--- config.mk ---
export PLATFORM = sky130hd
export DESIGN_NAME = instruction_fetch
export DESIGN_NICKNAME = d
export VERILOG_FILES = /design/src/rtl/instruction_fetch.sv
export SDC_FILE = /design/constraint.sdc
export NUM_CORES = 1
export LEC_CHECK = 0
export CAP_MARGIN = 20
export CORE_MARGIN = 2
export CORE_UTILIZATION = 40
export CTS_BUF_LIST = sky130_fd_sc_hd__clkbuf_16
export DETAILED_ROUTE_END_ITERATION = 6
export PLACE_DENSITY_LB_ADDON = 0.08
export SYNTH_ARGS = -nofsm -noshare
export SYNTH_HDL_FRONTEND = slang
export SYNTH_SLANG_ARGS = --single-unit
export TNS_END_PERCENT = 10
--- constraint.sdc ---
create_clock -name clk -period 3.7 [get_ports clk]
set_input_delay 0.74 -clock clk [delete_from_list [all_inputs] [get_ports clk]]
set_output_delay 0.74 -clock clk [all_outputs]
set_load 0.1 [all_outputs]
--- src/rtl/instruction_fetch.sv ---
// rtl/instruction_fetch.sv - IF stage: PC sequencing, I-cache request handshake and IF/ID register
// Holds one fetched instruction across a pipeline stall; drains wrong-path responses after a redirect.
module instruction_fetch #(
  parameter logic [31:0] RESET_PC  = 32'h0000_0060,
  parameter logic [31:0] NOP_INSTR = 32'h0000_0013
) (
  input  logic        clk,
  input  logic        rst,
  input  logic        stall_in,
  input  logic        br_en,
  input  logic [31:0] br_target,
  output logic        icache_read,
  output logic [31:0] icache_address,
  input  logic [31:0] icache_rdata,
  input  logic        icache_resp,
  output logic [31:0] PC_out,
  output logic [31:0] instruction_out,
  output logic        valid_out,
  output logic        fetch_stall
);

  localparam logic [1:0] FETCH = 2'd0;
  localparam logic [1:0] DRAIN = 2'd1;
  localparam logic [1:0] HOLD  = 2'd2;

  logic [1:0]  state_q, state_d;
  logic [31:0] pc_q, pc_d;
  logic [31:0] req_addr_q, req_addr_d;
  logic [31:0] hold_pc_q, hold_pc_d;
  logic [31:0] hold_instr_q, hold_instr_d;
  logic [31:0] pc_out_q, pc_out_d;
  logic [31:0] instr_out_q, instr_out_d;
  logic        valid_out_q, valid_out_d;
  logic        flush;
  logic        delivered;

  always_comb begin
    state_d      = state_q;
    pc_d         = pc_q;
    req_addr_d   = req_addr_q;
    hold_pc_d    = hold_pc_q;
    hold_instr_d = hold_instr_q;
    pc_out_d     = pc_out_q;
    instr_out_d  = instr_out_q;
    valid_out_d  = valid_out_q;
    flush        = 1'b0;
    delivered    = 1'b0;

    case (state_q)
      FETCH: begin
        req_addr_d = pc_q;
        if (br_en) begin
          flush   = 1'b1;
          pc_d    = br_target;
          // A redirect with the read still in flight must wait out the stale response.
          state_d = icache_resp ? FETCH : DRAIN;
        end else if (icache_resp) begin
          pc_d = pc_q + 32'd4;
          if (stall_in) begin
            hold_pc_d    = pc_q;
            hold_instr_d = icache_rdata;
            state_d      = HOLD;
          end else begin
            pc_out_d    = pc_q;
            instr_out_d = icache_rdata;
            valid_out_d = 1'b1;
            delivered   = 1'b1;
          end
        end else if (!stall_in) begin
          flush = 1'b1;
        end
      end
      DRAIN: begin
        if (br_en) begin
          flush = 1'b1;
          pc_d  = br_target;
        end
        if (icache_resp) state_d = FETCH;
      end
      HOLD: begin
        if (br_en) begin
          flush   = 1'b1;
          pc_d    = br_target;
          state_d = FETCH;
        end else if (!stall_in) begin
          pc_out_d    = hold_pc_q;
          instr_out_d = hold_instr_q;
          valid_out_d = 1'b1;
          state_d     = FETCH;
        end
      end
      default: state_d = FETCH;
    endcase

    if (flush) begin
      pc_out_d    = 32'd0;
      instr_out_d = NOP_INSTR;
      valid_out_d = 1'b0;
    end
  end

  always_ff @(posedge clk) begin
    if (rst) begin
      state_q      <= FETCH;
      pc_q         <= RESET_PC;
      req_addr_q   <= RESET_PC;
      hold_pc_q    <= 32'd0;
      hold_instr_q <= 32'd0;
      pc_out_q     <= 32'd0;
      instr_out_q  <= NOP_INSTR;
      valid_out_q  <= 1'b0;
    end else begin
      state_q      <= state_d;
      pc_q         <= pc_d;
      req_addr_q   <= req_addr_d;
      hold_pc_q    <= hold_pc_d;
      hold_instr_q <= hold_instr_d;
      pc_out_q     <= pc_out_d;
      instr_out_q  <= instr_out_d;
      valid_out_q  <= valid_out_d;
    end
  end

  assign icache_read     = !rst && (state_q != HOLD);
  assign icache_address  = (state_q == DRAIN) ? req_addr_q : pc_q;
  assign fetch_stall     = (state_q != HOLD) && !delivered;
  assign PC_out          = pc_out_q;
  assign instruction_out = instr_out_q;
  assign valid_out       = valid_out_q;

endmodule

**Yosys cells after proc, flatten, opt, wreduce, memory -nomap -nowiden**

Index checks and enable logic that the tools add are counted.

- Flip-flop bits (word level): 195
- Input bits: 69
- Output and inout port bits: 99
- Word-level logic and storage cells: 75

- Add/subtract/negate cells: 1
- Equal/unequal tests: 13
- Muxes and demuxes: 38
- Bitwise operators: 1
- Reduce and logical (&&, ||, !) cells: 14

Operators by type and width:

| kind | count |
|---|---|
| 2-to-1 mux 32 bit | 14 |
| one-hot mux 32 bit (2 select lines) | 3 |
| adder 32 x 3 -> 32 bit (second input constant) | 1 |
| inequality test 2 bit (second input constant) | 7 |
| 2-to-1 mux 1 bit | 12 |
| 2-to-1 mux 2 bit | 6 |
| AND reduction 4 bit | 3 |
| inequality test 3 bit (second input constant) | 3 |
| one-hot mux 2 bit (3 select lines) | 1 |
| AND reduction 6 bit | 1 |
| one-hot mux 1 bit (2 select lines) | 2 |
| nonzero test 2 bit | 2 |
| OR reduction 2 bit | 2 |
| AND reduction 3 bit | 1 |
| equality test 2 x 1 -> 1 bit (second input constant) | 1 |
| equality test 2 bit (second input constant) | 1 |
| logical AND 1 bit | 2 |
| logical NOT 1 bit | 2 |
| logical NOT 2 bit | 1 |
| inequality test 2 x 1 -> 1 bit (second input constant) | 1 |
| inverter 1 bit | 1 |

**Longest topological paths before layout**

Gate-level depths: netlist of the first run.

- Depth in word-level cells: 6
- Depth in mapped cells: 9
- Mapped depth without buffers: 7

**Worst setup path before layout of the first run**

OpenSTA, ideal clock, no wires.

- Path kind: register to output
- Start point: reg state_q[1]
- End point: out icache_address[21]
- Arrival time: 3.126 ns
- Data required time: 2.960 ns
- Path slack: -0.166 ns
- Stages on the path, launching flop included: 6
- Path buffers: 2
- Cells stage by stage: dfxtp_1 -> inv_1 -> ha_1 -> clkbuf_1 -> buf_1 -> o21ai_0

- Cells in the longest elaborated chain, start to end: 2

Ends and longest elaborated chain:

| what | line | source |
|---|---|---|
| start: declaration | 26 | `logic [1:0] state_q, state_d;` |
| start signal: assignment | 113 | `state_q <= state_d;` |
| equality test 2 x 1 -> 1 bit | 125 | `assign icache_address = (state_q == DRAIN) ? req_addr_q : pc_q;` |
| 2-to-1 mux 32 bit | 125 |  |
| end: declaration | 13 | `output logic [31:0] icache_address,` |

No other way between the ends.

**Final worst setup path of the first run**

- Start point: reg state_q[0]
- End point: out fetch_stall

- Cells in the longest elaborated chain, start to end: 4
- Elaborated cells on any way between the ends: 5
- Those cells by class: eq/ne: 1; mux: 1; reduce/logical: 3

Ends and longest elaborated chain:

| what | line | source |
|---|---|---|
| logical NOT 2 bit | 49 | `case (state_q)` |
| 2-to-1 mux 1 bit | 49 |  |
| logical NOT 1 bit | 126 | `assign fetch_stall = (state_q != HOLD) && !delivered;` |
| logical AND 1 bit (*) | 126 |  |
| end: declaration | 19 | `output logic fetch_stall` |

Mark *: on every way between the ends. The rest lies on a longest branch, timed or not.

==> results of run 1 <==
[flip-flops by register name, indices dropped and copies added, names as in the netlist]
register and cells:
PC_out 32, req_addr_q 32, instruction_out 32, pc_q 32, state_q 2, valid_out 1
hold_instr_q 32, hold_pc_q 32
[worst min-delay path by stage]
stage | startpoint | slack (ns) | endpoint
after global placement | hold_pc_q[24] | 0.44 | hold_pc_q[24]
after detailed placement | hold_pc_q[0] | 0.45 | hold_pc_q[0]
final | hold_pc_q[17] | 0.46 | hold_pc_q[17]
after global routing | hold_instr_q[16] | 0.47 | hold_instr_q[16]
after CTS | hold_pc_q[14] | 0.46 | hold_pc_q[14]
after floorplan | hold_instr_q[0] | 0.44 | hold_instr_q[0]
[per-layer routing]
| metal | wire (um) | GRT usage (%) |
|---|---|---|
| met1 | 11300 | 27.8 |
| met2 | 10800 | 32.2 |
| met3 | 1070 | 4.01 |
| met4 | 258 | 5.03 |
| met5 | 0 | 0 |
[placed cells by master, fill, tap and decap left out, drive strengths merged, types with 6 or more instances in the layout]
master         synthesis  final
a211oi                70     70
a21oi                 85     85
a311oi                 6      6
and3                   9      9
buf                   31     51
clkbuf                69     17
clkdlybuf4s50          0    132
dfxtp                195    195
inv                    6     15
mux2                  32     32
mux2i                100    100
nand2                159    159
nand2b                 9      9
nand3                 16     16
nor2                 128    128
nor3                  18     18
nor4                   9      9
o21ai                 14     14
o22ai                  6      6
or3                    6      6
[area by class of cell]
cell class                      instances  area share (%)
Clock buffer                           17            3.82
Sequential cell                       195            35.1
Tap cell                              280            3.15
Timing Repair Buffer                  183            15.8
Clock inverter                         15            1.29
Multi-Input combinational cell        730            40.7
Inverter                                6           0.202
[metrics by stage]
stage / cells / hold WS (ns) / setup WS, ns
after floorplan: 1031 / 0.436 / 0.258
after global placement: 1394 / 0.441 / 0.621
after detailed placement: 1394 / 0.446 / 0.598
after CTS: 1426 / 0.457 / 0.496
after global routing: 1426 / 0.472 / 0.366
final: 1426 / 0.456 / 0.570
[critical path, delay by kind of cell (launching register included)]
kind	cells	cell delay, ns
flip-flops	1	0.33
adder cells (fa/ha/maj)	1	0.65
AND/OR/NAND/NOR	2	0.45
AO/OA/AOI/OAI	1	0.15
buffers and inverters	2	0.37
[synth_stat cells (9+ instances only)]
cell	number
a211oi_1	70
a21oi_1	85
and3_1	9
buf_1	12
buf_2	18
clkbuf_1	68
dfxtp_1	195
mux2_2	32
mux2i_1	100
nand2_1	158
nand2b_1	9
nand3_1	15
nor2_1	128
nor3_1	16
nor4_1	9
o21ai_0	14
[report_power, final]
| part | internal (W) | leakage (nW) | switching [W] |
|---|---|---|---|
| sequential | 0.00221 | 1.59 | 0.000139 |
| combinational | 0.000440 | 2.11 | 0.000975 |
| clock | 0.000896 | 0.282 | 0.000902 |
[logic make-up after synthesis]
group / after synthesis / share of synthesized area, %
multiplexers: 132 / 15.4
adder cells (fa/ha/maj): 5 / 0.710
flip-flops: 195 / 44.3
AO/OA/AOI/OAI: 218 / 16.0
buffers and inverters: 106 / 4.93
AND/OR/NAND/NOR: 375 / 18.6
==> results.md, run 1 <==
* Status: finished clean
* CP Data Required Time at between 2 and 3 ns
* Layout cells sized above 1 at a little under an eighth
* Port bufs at 167
* CP Capture Type: primary output
* WL per Instance at around 16 um
* Die height at approximately 150 um
* # IOs at ~170
* Min-Delay Path Class: reg -> reg
* RR Startpoint: state_q[0]
* Initial Util at 40.5%
* Cell Pwr Density at roughly 500 nW/um2
* Netlist cell types at 55
* Antenna violations before repair at 0
* Worst Path Arrival at roughly 2.4 ns
* Yosys warnings at 0
* Syn Nets at approximately 1.1k
* Post-DP HPWL at 15100 um
* First-pass GRT wire length at ~38000 um
* Fin util at about half
* Clk slew on worst S/H paths at roughly 0.070 ns
* FF/Latch Area at about 4000 um2
* EDFF count, synth at 0
* Final instance area at between 10000 and 15000 um2
* WL final at roughly 23000 um
* Post-cts hold buffer count at 0
* Final Skew at 0.0110 ns
* Setup violators final at 0
* Core ar. at 21800 um2
* Peak supply drop at about 320 uV
* Fin crit period at 3.13 ns
* CP startpoint: state_q[0]
* Post-Syn Area per Cell at approximately 8.5 um2
* PostCTS Resize Cnt at 0
* TritonCTS clock tree: yes
* Largest net degree at the start of global routing at 101
* Async SR Flop Fraction at 0%
* Synth area leaders: dfxtp_1 (44%), mux2i_1 (11%), nand2_1 (6.7%)
* Clk_lat worst skew at between 0.4 and 0.5 ns
* Chip Width at around 150 um
* Routed vias at around 7.5k
* Htree depth at 4
* First DRT Iteration DRCs at slightly below 500
* RSZ-0062 raised after global routing: false
* Vias in the first global route at between 6k and 7k
* Footprint of the multi-input gates at 4530 um2
* FMAX at approximately 0.32 GHz
* Worst Setup EP: fetch_stall
* Row cnt at 54
* Vias/cell at ~5.3
* Maximum fanout along the worst path at 22
* Main synth FF type: dfxtp_1
* Yosys reg bits at around 200
* Pins Over Slew Limit at 0
* Layout net count at approximately 1.2k
* DRT antenna net count at 0
* Post-CTS Setup Inserts at 0
* Post-Synthesis Cell Area at 8810 um2
* DRT Pass-1 Iters at 5
* Max_cap viols at 0
* Max incr delay on CP at roughly 0.65 ns
* Residual DRC at 0
* Worst Tran Pin Value at ~1.0 ns
* Placed instance area at approximately 11000 um2
* Path type of the worst setup path: reg -> out
* Worst setup SP type: flop
* Die area at around 23000 um2
* CTS sink cnt at a little under 200
* CTS Buf Count at 17
* Crit-path cells: inv_1 > ha_2 > nand2b_1 > nor2_1 > a21oi_1 > buf_12
* Post-Synthesis Cells at a little over 1k
* Clk buf depth at 2
* Sequential-to-total area share from yosys stat at 44.3%
* Slowest CP cell: ha_2
* Reg-to-reg endpoint: PC_out[5]
* Placer Congestion at between 0.8 and 0.9
* Synth area leader: dfxtp_1
* Overall Power at 0.00556 W
* Fin crit share at between 80% and 90%
* Final-report hold violation count at 0
* Root Buffer: clkbuf_16
* Synth top area share at 44.3%
* Synth-to-layout area growth at 26.2%
* Fin Setup TNS at 0 ns
* Slew margin rel. at a little under a third
* Total track usage at ~20%
* Inserted Diodes at 0
* Hold Path Cell Cnt at 2
* Filler cell count at about 2.1k
* R2R cell count at 7
* Pleak at between 3 and 4 nW
* GR Overflow Total at 0
* R2R setup slack at around 1.0 ns
(Power assumes the default switching activity.)
==> inputs of run 2 (changes only) <==
- clock period: 3.7 -> 3.2 ns (I/O delays scaled with it)
==> run 2 against run 1 <==
  * Register-to-register slack worse by 0.18 ns
  * Critical endpoint unchanged
  * Sequential power rose by 15%
  * Die area unchanged
  * First-iteration DRC count is 14% lower
  * Global-route usage shrank 0.26 points
  * Largest power group unchanged
  * Design area grew 3.2%
  * Worst hold slack worse by 0.0012 ns
  * Power rose by 18%
==> results.md, run 2 (synthesis gave the netlist of run 1 again) <==
* Path type of the worst setup path: reg -> out
* Met3 Track Usage GR at 3.67% (-0.34 points)
* Post-layout worst setup margin at 0.340 ns (-0.230 ns)
* Most frequent cells in the layout: dfxtp_1 (195), nand2_1 (157), nor2_1 (127)
* Hold Crit Start: hold_pc_q[7]
* WL per Instance at 16.2 um (-1.8%)
* TritonCTS clock tree: yes
* Port bufs at 167 (unchanged)
* Placer Congestion at 0.850 (+2.7%)
* Inserted Diodes at 0 (unchanged)
* Buf/Inv on CP at 2 (unchanged)
* R2R cell count at 5 (-2)
* FMAX at around 0.35 GHz
* Root Buffer: clkbuf_16
* Post-route insts no fill at 1441 (+1.1%)
* Fin crit period at around 2.9 ns
* Initial Util at 40.5% (unchanged)
* CP Data Required Time at 2.56 ns (-0.40 ns)
* Pre-CTS setup slack at 0.456 ns (-0.142 ns)
* Row cnt at 54 (unchanged)
* Filler cell count at 2049 (-2.8%)
* Final-report hold violation count at 0 (unchanged)
* GR Overflow Total at 0 (unchanged)
* Htree depth at 4 (unchanged)
* Final instance area at 11500 um2 (+3.2%)
* Chip Width at 152 um (unchanged)
* Routed vias at 7551 (+0.15%)
* Largest net degree at the start of global routing at 109 (+7.9%)
* Residual DRC at 0 (unchanged)
* Slowest CP cell: ha_2
* Max_cap viols at 0 (unchanged)
* Die area at 23200 um2 (unchanged)
* Vias/cell at 5.24 (-0.90%)
* Total track usage at 19.8% (-0.26 points)
* Placed Cells at 1409 (+1.1%)
* Worst Path Arrival at 2.22 ns (-0.17 ns)
* R2R setup slack at 0.83 ns (-0.18 ns)
* Reg-to-reg endpoint: pc_q[25]
* RSZ-0062 raised after global routing: false
* Die height at 152 um (unchanged)
* Post-cts hold buffer count at 0 (unchanged)
* Layout cells sized above 1 at 18.3% (+6.7 points)
* Worst Hold Path EP: hold_pc_q[7]
* Core ar. at 21800 um2 (unchanged)
* Family with the most delay on the worst path: adder cells
* First DRT Iteration DRCs at 425 (-14%)
* Post-CTS Setup Inserts at 0 (unchanged)
* Min-Delay Path Class: reg -> reg
* RR Startpoint: pc_q[5]
* Maximum fanout along the worst path at 18 (-18%)
* Max incr delay on CP at 0.56 ns (-0.09 ns)
* CTS Buf Count at 17 (unchanged)
* Peak supply drop at 341 uV (+5.9%)
* Antenna violations before repair at 0 (unchanged)
* Vias in the first global route at 6910 (-0.66%)
* WL final at 23300 um (-0.73%)
* PostCTS Resize Cnt at 0 (unchanged)
* Clk slew on worst S/H paths at 0.07 ns (about the same)
* Worst setup SP type: flop
* DRT Pass-1 Iters at 5 (unchanged)
* GRT busiest layer: met2
* Layout net count at 1222 (+1.2%)
* Post-DP HPWL at 15200 um (+0.44%)
* GR Util met1 at 28.9% (+1.0 points)
* First-pass GRT wire length at 37600 um (-0.73%)
* CTS sink cnt at 195 (unchanged)
* Synth-to-layout area growth at 30.3%
* Slew margin rel. at 52.8% (+21 points)
* Pins Over Slew Limit at 0 (unchanged)
* Setup violators final at 0 (unchanged)
* CP Capture Type: primary output
* Commonest non-fill, non-tap cell in the layout: dfxtp_1
* Fin crit share at between 80% and 90%
* Cell Pwr Density at 573 nW/um2 (+15%)
* GR Util met2 at 30.2% (-2.0 points)
* Final Skew at 0.0117 ns (+0.000722 ns)
* Fin Setup TNS at 0 ns (unchanged)
* Hold Path Cell Cnt at 2 (unchanged)
* Placed instance area at 10900 um2 (+3.6%)
* DRT antenna net count at 0 (unchanged)
* Clk buf depth at 2 (unchanged)
* Clk_lat worst skew at 0.43 ns (about the same)
* Crit-path cells: inv_1 > ha_2 > nand2b_1 > nor2_1 > a21oi_1 > buf_12
* # IOs at 168 (unchanged)
* Pleak at 4.27 nW (+7.5%)
* Status: finished clean
* Worst Tran Pin Value at 0.702 ns (-0.324 ns)
==> run 2: cell count changes in the layout (fill, tap and decap cells not counted), sizes merged <==
cell,delta
clkinv,-1
clkinvlp,+3
inv,-2
buf,+80
clkdlybuf4s50,-65
==> run 2: power breakdown <==
group	internal (W)	switching, W
combinational	0.000658	0.00118
sequential	0.00256	0.000136
clock	0.00102	0.00102
==> run 2: worst max path at each step <==
stage               depth (start not counted)           to  startpoint  slack [ns]
global route                                6  fetch_stall  state_q[0]        0.16
finish                                      6  fetch_stall  state_q[0]        0.34
floorplan                                   6  fetch_stall  state_q[0]       -0.05
global placement                            5  fetch_stall       br_en        0.46
detailed placement                          5  fetch_stall       br_en        0.46
CTS                                         6  fetch_stall  state_q[0]        0.31
==> run 2: per-stage QoR <==
step | hold WS, ns | total power (W) | utilization (%)
global route | 0.470 | 0.00686 | 52.8
floorplan | 0.436 | 0.00397 | -
finish | 0.454 | 0.00658 | 52.8
detailed placement | 0.446 | 0.00460 | 50.3
CTS | 0.456 | 0.00665 | 52.8
global placement | 0.441 | 0.00459 | 50.3
==> run 2: final cells by class <==
cell class | instances | area [um2] | area share (%)
Clock inverter | 15 | 125 | 1.09
Sequential cell | 195 | 3900 | 34.0
Inverter | 6 | 22.5 | 0.196
Tap cell | 280 | 350 | 3.05
Multi-Input combinational cell | 730 | 4530 | 39.4
Timing Repair Buffer | 198 | 2130 | 18.5
Clock buffer | 17 | 425 | 3.70
==> run 2: worst reg2reg max path: cells and delay by family (launching register included) <==
kind	cells	cell delay, ns
muxes	1	0.41
AOI/OAI and AO/OA	1	0.12
and+or+nand+nor	3	1.29
DFF	1	0.48
==> run 2: routing by layer <==
metal	up-vias	wire, um
li1	3856	-
met1	3488	11800
met2	193	10300
met3	14	964
met4	0	252
met5	-	0
==> inputs of run 3 (changes only) <==
- CORE_MARGIN: 2 -> 3
- clock period: 3.2 -> 2.9 ns (I/O delays scaled with it)
==> run 3 against run 2 <==
  * Global-route usage down 0.32 points
  * Routed wire length up 1.7%
  * Sequential cell count unchanged
  * Power rose by 13%
  * Count of clock-buffer cells in the layout unchanged
  * Critical path depth is the same
==> results.md, run 3 (synthesis gave the netlist of run 1 again) <==
* Maximum fanout along the worst path at 18 (unchanged)
* Commonest non-fill, non-tap cell in the layout: dfxtp_1
* Htree depth at 4 (unchanged)
* Setup violators final at 0 (unchanged)
* Routed vias at 7637 (+1.1%)
* Max incr delay on CP at 0.37 ns (-0.19 ns)
* Worst Path Arrival at 2.02 ns (-0.20 ns)
* GRT busiest layer: met2
* Largest net degree at the start of global routing at 77 (-29%)
* Slew margin rel. at 52.1% (-0.64 points)
* Post-layout worst setup margin at 0.305 ns (-0.0356 ns)
* CP Capture Type: primary output
* Path type of the worst setup path: reg -> out
* Post-cts hold buffer count at 0 (unchanged)
* Final instance area at 11700 um2 (+1.5%)
* Placed instance area at 11100 um2 (+1.1%)
* WL final at 23700 um (+1.7%)
* Clk slew on worst S/H paths at 0.08 ns (about the same)
* Vias/cell at 5.28 (+0.72%)
* WL per Instance at 16.4 um (+1.3%)
* Clk buf depth at 2 (unchanged)
* Final-report hold violation count at 0 (unchanged)
* GR Util met2 at 30.5% (+0.25 points)
* Initial Util at 41.3% (+0.76 points)
* CTS sink cnt at 195 (unchanged)
* Residual DRC at 0 (unchanged)
* DRT Pass-1 Iters at 5 (unchanged)
* Most frequent cells in the layout: dfxtp_1 (195), nand2_1 (157), nor2_1 (127)
* Die area at 23900 um2 (+2.6%)
* Synth-to-layout area growth at 32.3%
* Post-CTS Setup Inserts at 0 (unchanged)
* Fin crit share at 89.5%
* Min-Delay Path Class: reg -> reg
* First DRT Iteration DRCs at 494 (+16%)
* Root Buffer: clkbuf_16
* FMAX at approximately 0.39 GHz
* GR Overflow Total at 0 (unchanged)
* Chip Width at 154 um (+1.3%)
* CTS Buf Count at 17 (unchanged)
* Row cnt at 53 (-1.9%)
* Die height at 154 um (+1.3%)
* First-pass GRT wire length at 37900 um (+0.84%)
* Final Skew at 0.0106 ns (-0.00112 ns)
* Antenna violations before repair at 0 (unchanged)
* Worst Tran Pin Value at 0.711 ns (+0.00951 ns)
* Peak supply drop at 378 uV (+11%)
* # IOs at 168 (unchanged)
* Pre-CTS setup slack at 0.347 ns (-0.109 ns)
* TritonCTS clock tree: yes
* Cell Pwr Density at 638 nW/um2 (+11%)
* Layout net count at 1233 (+0.90%)
* Post-DP HPWL at 15800 um (+4.0%)
* Layout cells sized above 1 at 19.1% (+0.85 points)
* RSZ-0062 raised after global routing: false
* Filler cell count at 2020 (-1.4%)
* Port bufs at 167 (unchanged)
* DRT antenna net count at 0 (unchanged)
* Max_cap viols at 0 (unchanged)
* Slowest CP cell: ha_4
* Core ar. at 21400 um2 (-1.9%)
* Pins Over Slew Limit at 0 (unchanged)
* Status: finished clean
* Clk_lat worst skew at 0.43 ns (about the same)
* Inserted Diodes at 0 (unchanged)
* Worst setup SP type: flop
* CP Data Required Time at 2.32 ns (-0.24 ns)
* GR Util met1 at 27.7% (-1.1 points)
* Crit-path cells: inv_1 > ha_4 > nand2b_1 > nor2_1 > a21oi_2 > buf_12
* Met3 Track Usage GR at 3.67% (about the same)
* Fin crit period at 2.60 ns
* Vias in the first global route at 7117 (+3.0%)
* Pleak at 4.37 nW (+2.4%)
* Total track usage at 19.5% (-0.32 points)
* Placer Congestion at 0.834 (-2.0%)
* Overall Power at 0.00744 W (+13%)
==> run 3: report_power, final <==
group | total, W | internal (W) | switching, W | leakage [nW]
Sequential | 0.00296 | 0.00282 | 0.000140 | 1.59
Combinational | 0.00208 | 0.000753 | 0.00133 | 2.50
Clock | 0.00240 | 0.00123 | 0.00117 | 0.289
Total | 0.00744 | 0.00481 | 0.00263 | 4.37
==> run 3: metal layers <==
layer / routed length (um) / share of wire, %
met5: 0 / 0
met4: 282 / 1.2
met3: 1040 / 4.4
met2: 10800 / 45
met1: 11600 / 49
==> run 3: worst paths after layout <==
kind,start,end,slack (ns),cells past startpoint
setup reg to reg,pc_q[3],pc_q[30],0.57,7
hold reg to reg,hold_instr_q[2],hold_instr_q[2],0.46,2
hold / removal,hold_instr_q[2],hold_instr_q[2],0.46,2
setup / recovery,state_q[0],fetch_stall,0.30,6
==> run 3: timing repair <==
item                       4_1_cts  5_1_grt
setup endpoints to repair        0        1
resized for setup                0        1
hold endpoints to repair         0        0
==> run 3: through the flow <==
| step | cells | utilization, % | hold slack [ns] | TNS [ns] |
|---|---|---|---|---|
| finish | 1447 | 54.6 | 0.456 | 0 |
| global route | 1447 | 54.6 | 0.470 | 0 |
| global placement | 1415 | 51.8 | 0.441 | 0 |
| detailed placement | 1415 | 51.8 | 0.446 | 0 |
| CTS | 1447 | 54.5 | 0.456 | 0 |
| floorplan | 1031 | - | 0.436 | -0.143 |
==> run 3: critical path, delay by kind of cell (launching register included) <==
kind	cells	cell delay (ns)
AND/OR/NAND/NOR	2	0.40
adder cells (fa/ha/maj)	1	0.37
AO/OA/AOI/OAI	1	0.11
buffers and inverters	2	0.36
flip-flops	1	0.33
==> run 3: cell type report <==
cell class / instances / area (um2) / share of cell area, %
clock buffer: 17 / 425 / 3.65
timing repair buffer: 209 / 2250 / 19.3
clock inverter: 15 / 171 / 1.47
multi-input combinational: 730 / 4540 / 39.0
inverter: 6 / 22.5 / 0.193
tap: 275 / 344 / 2.95
sequential: 195 / 3900 / 33.5
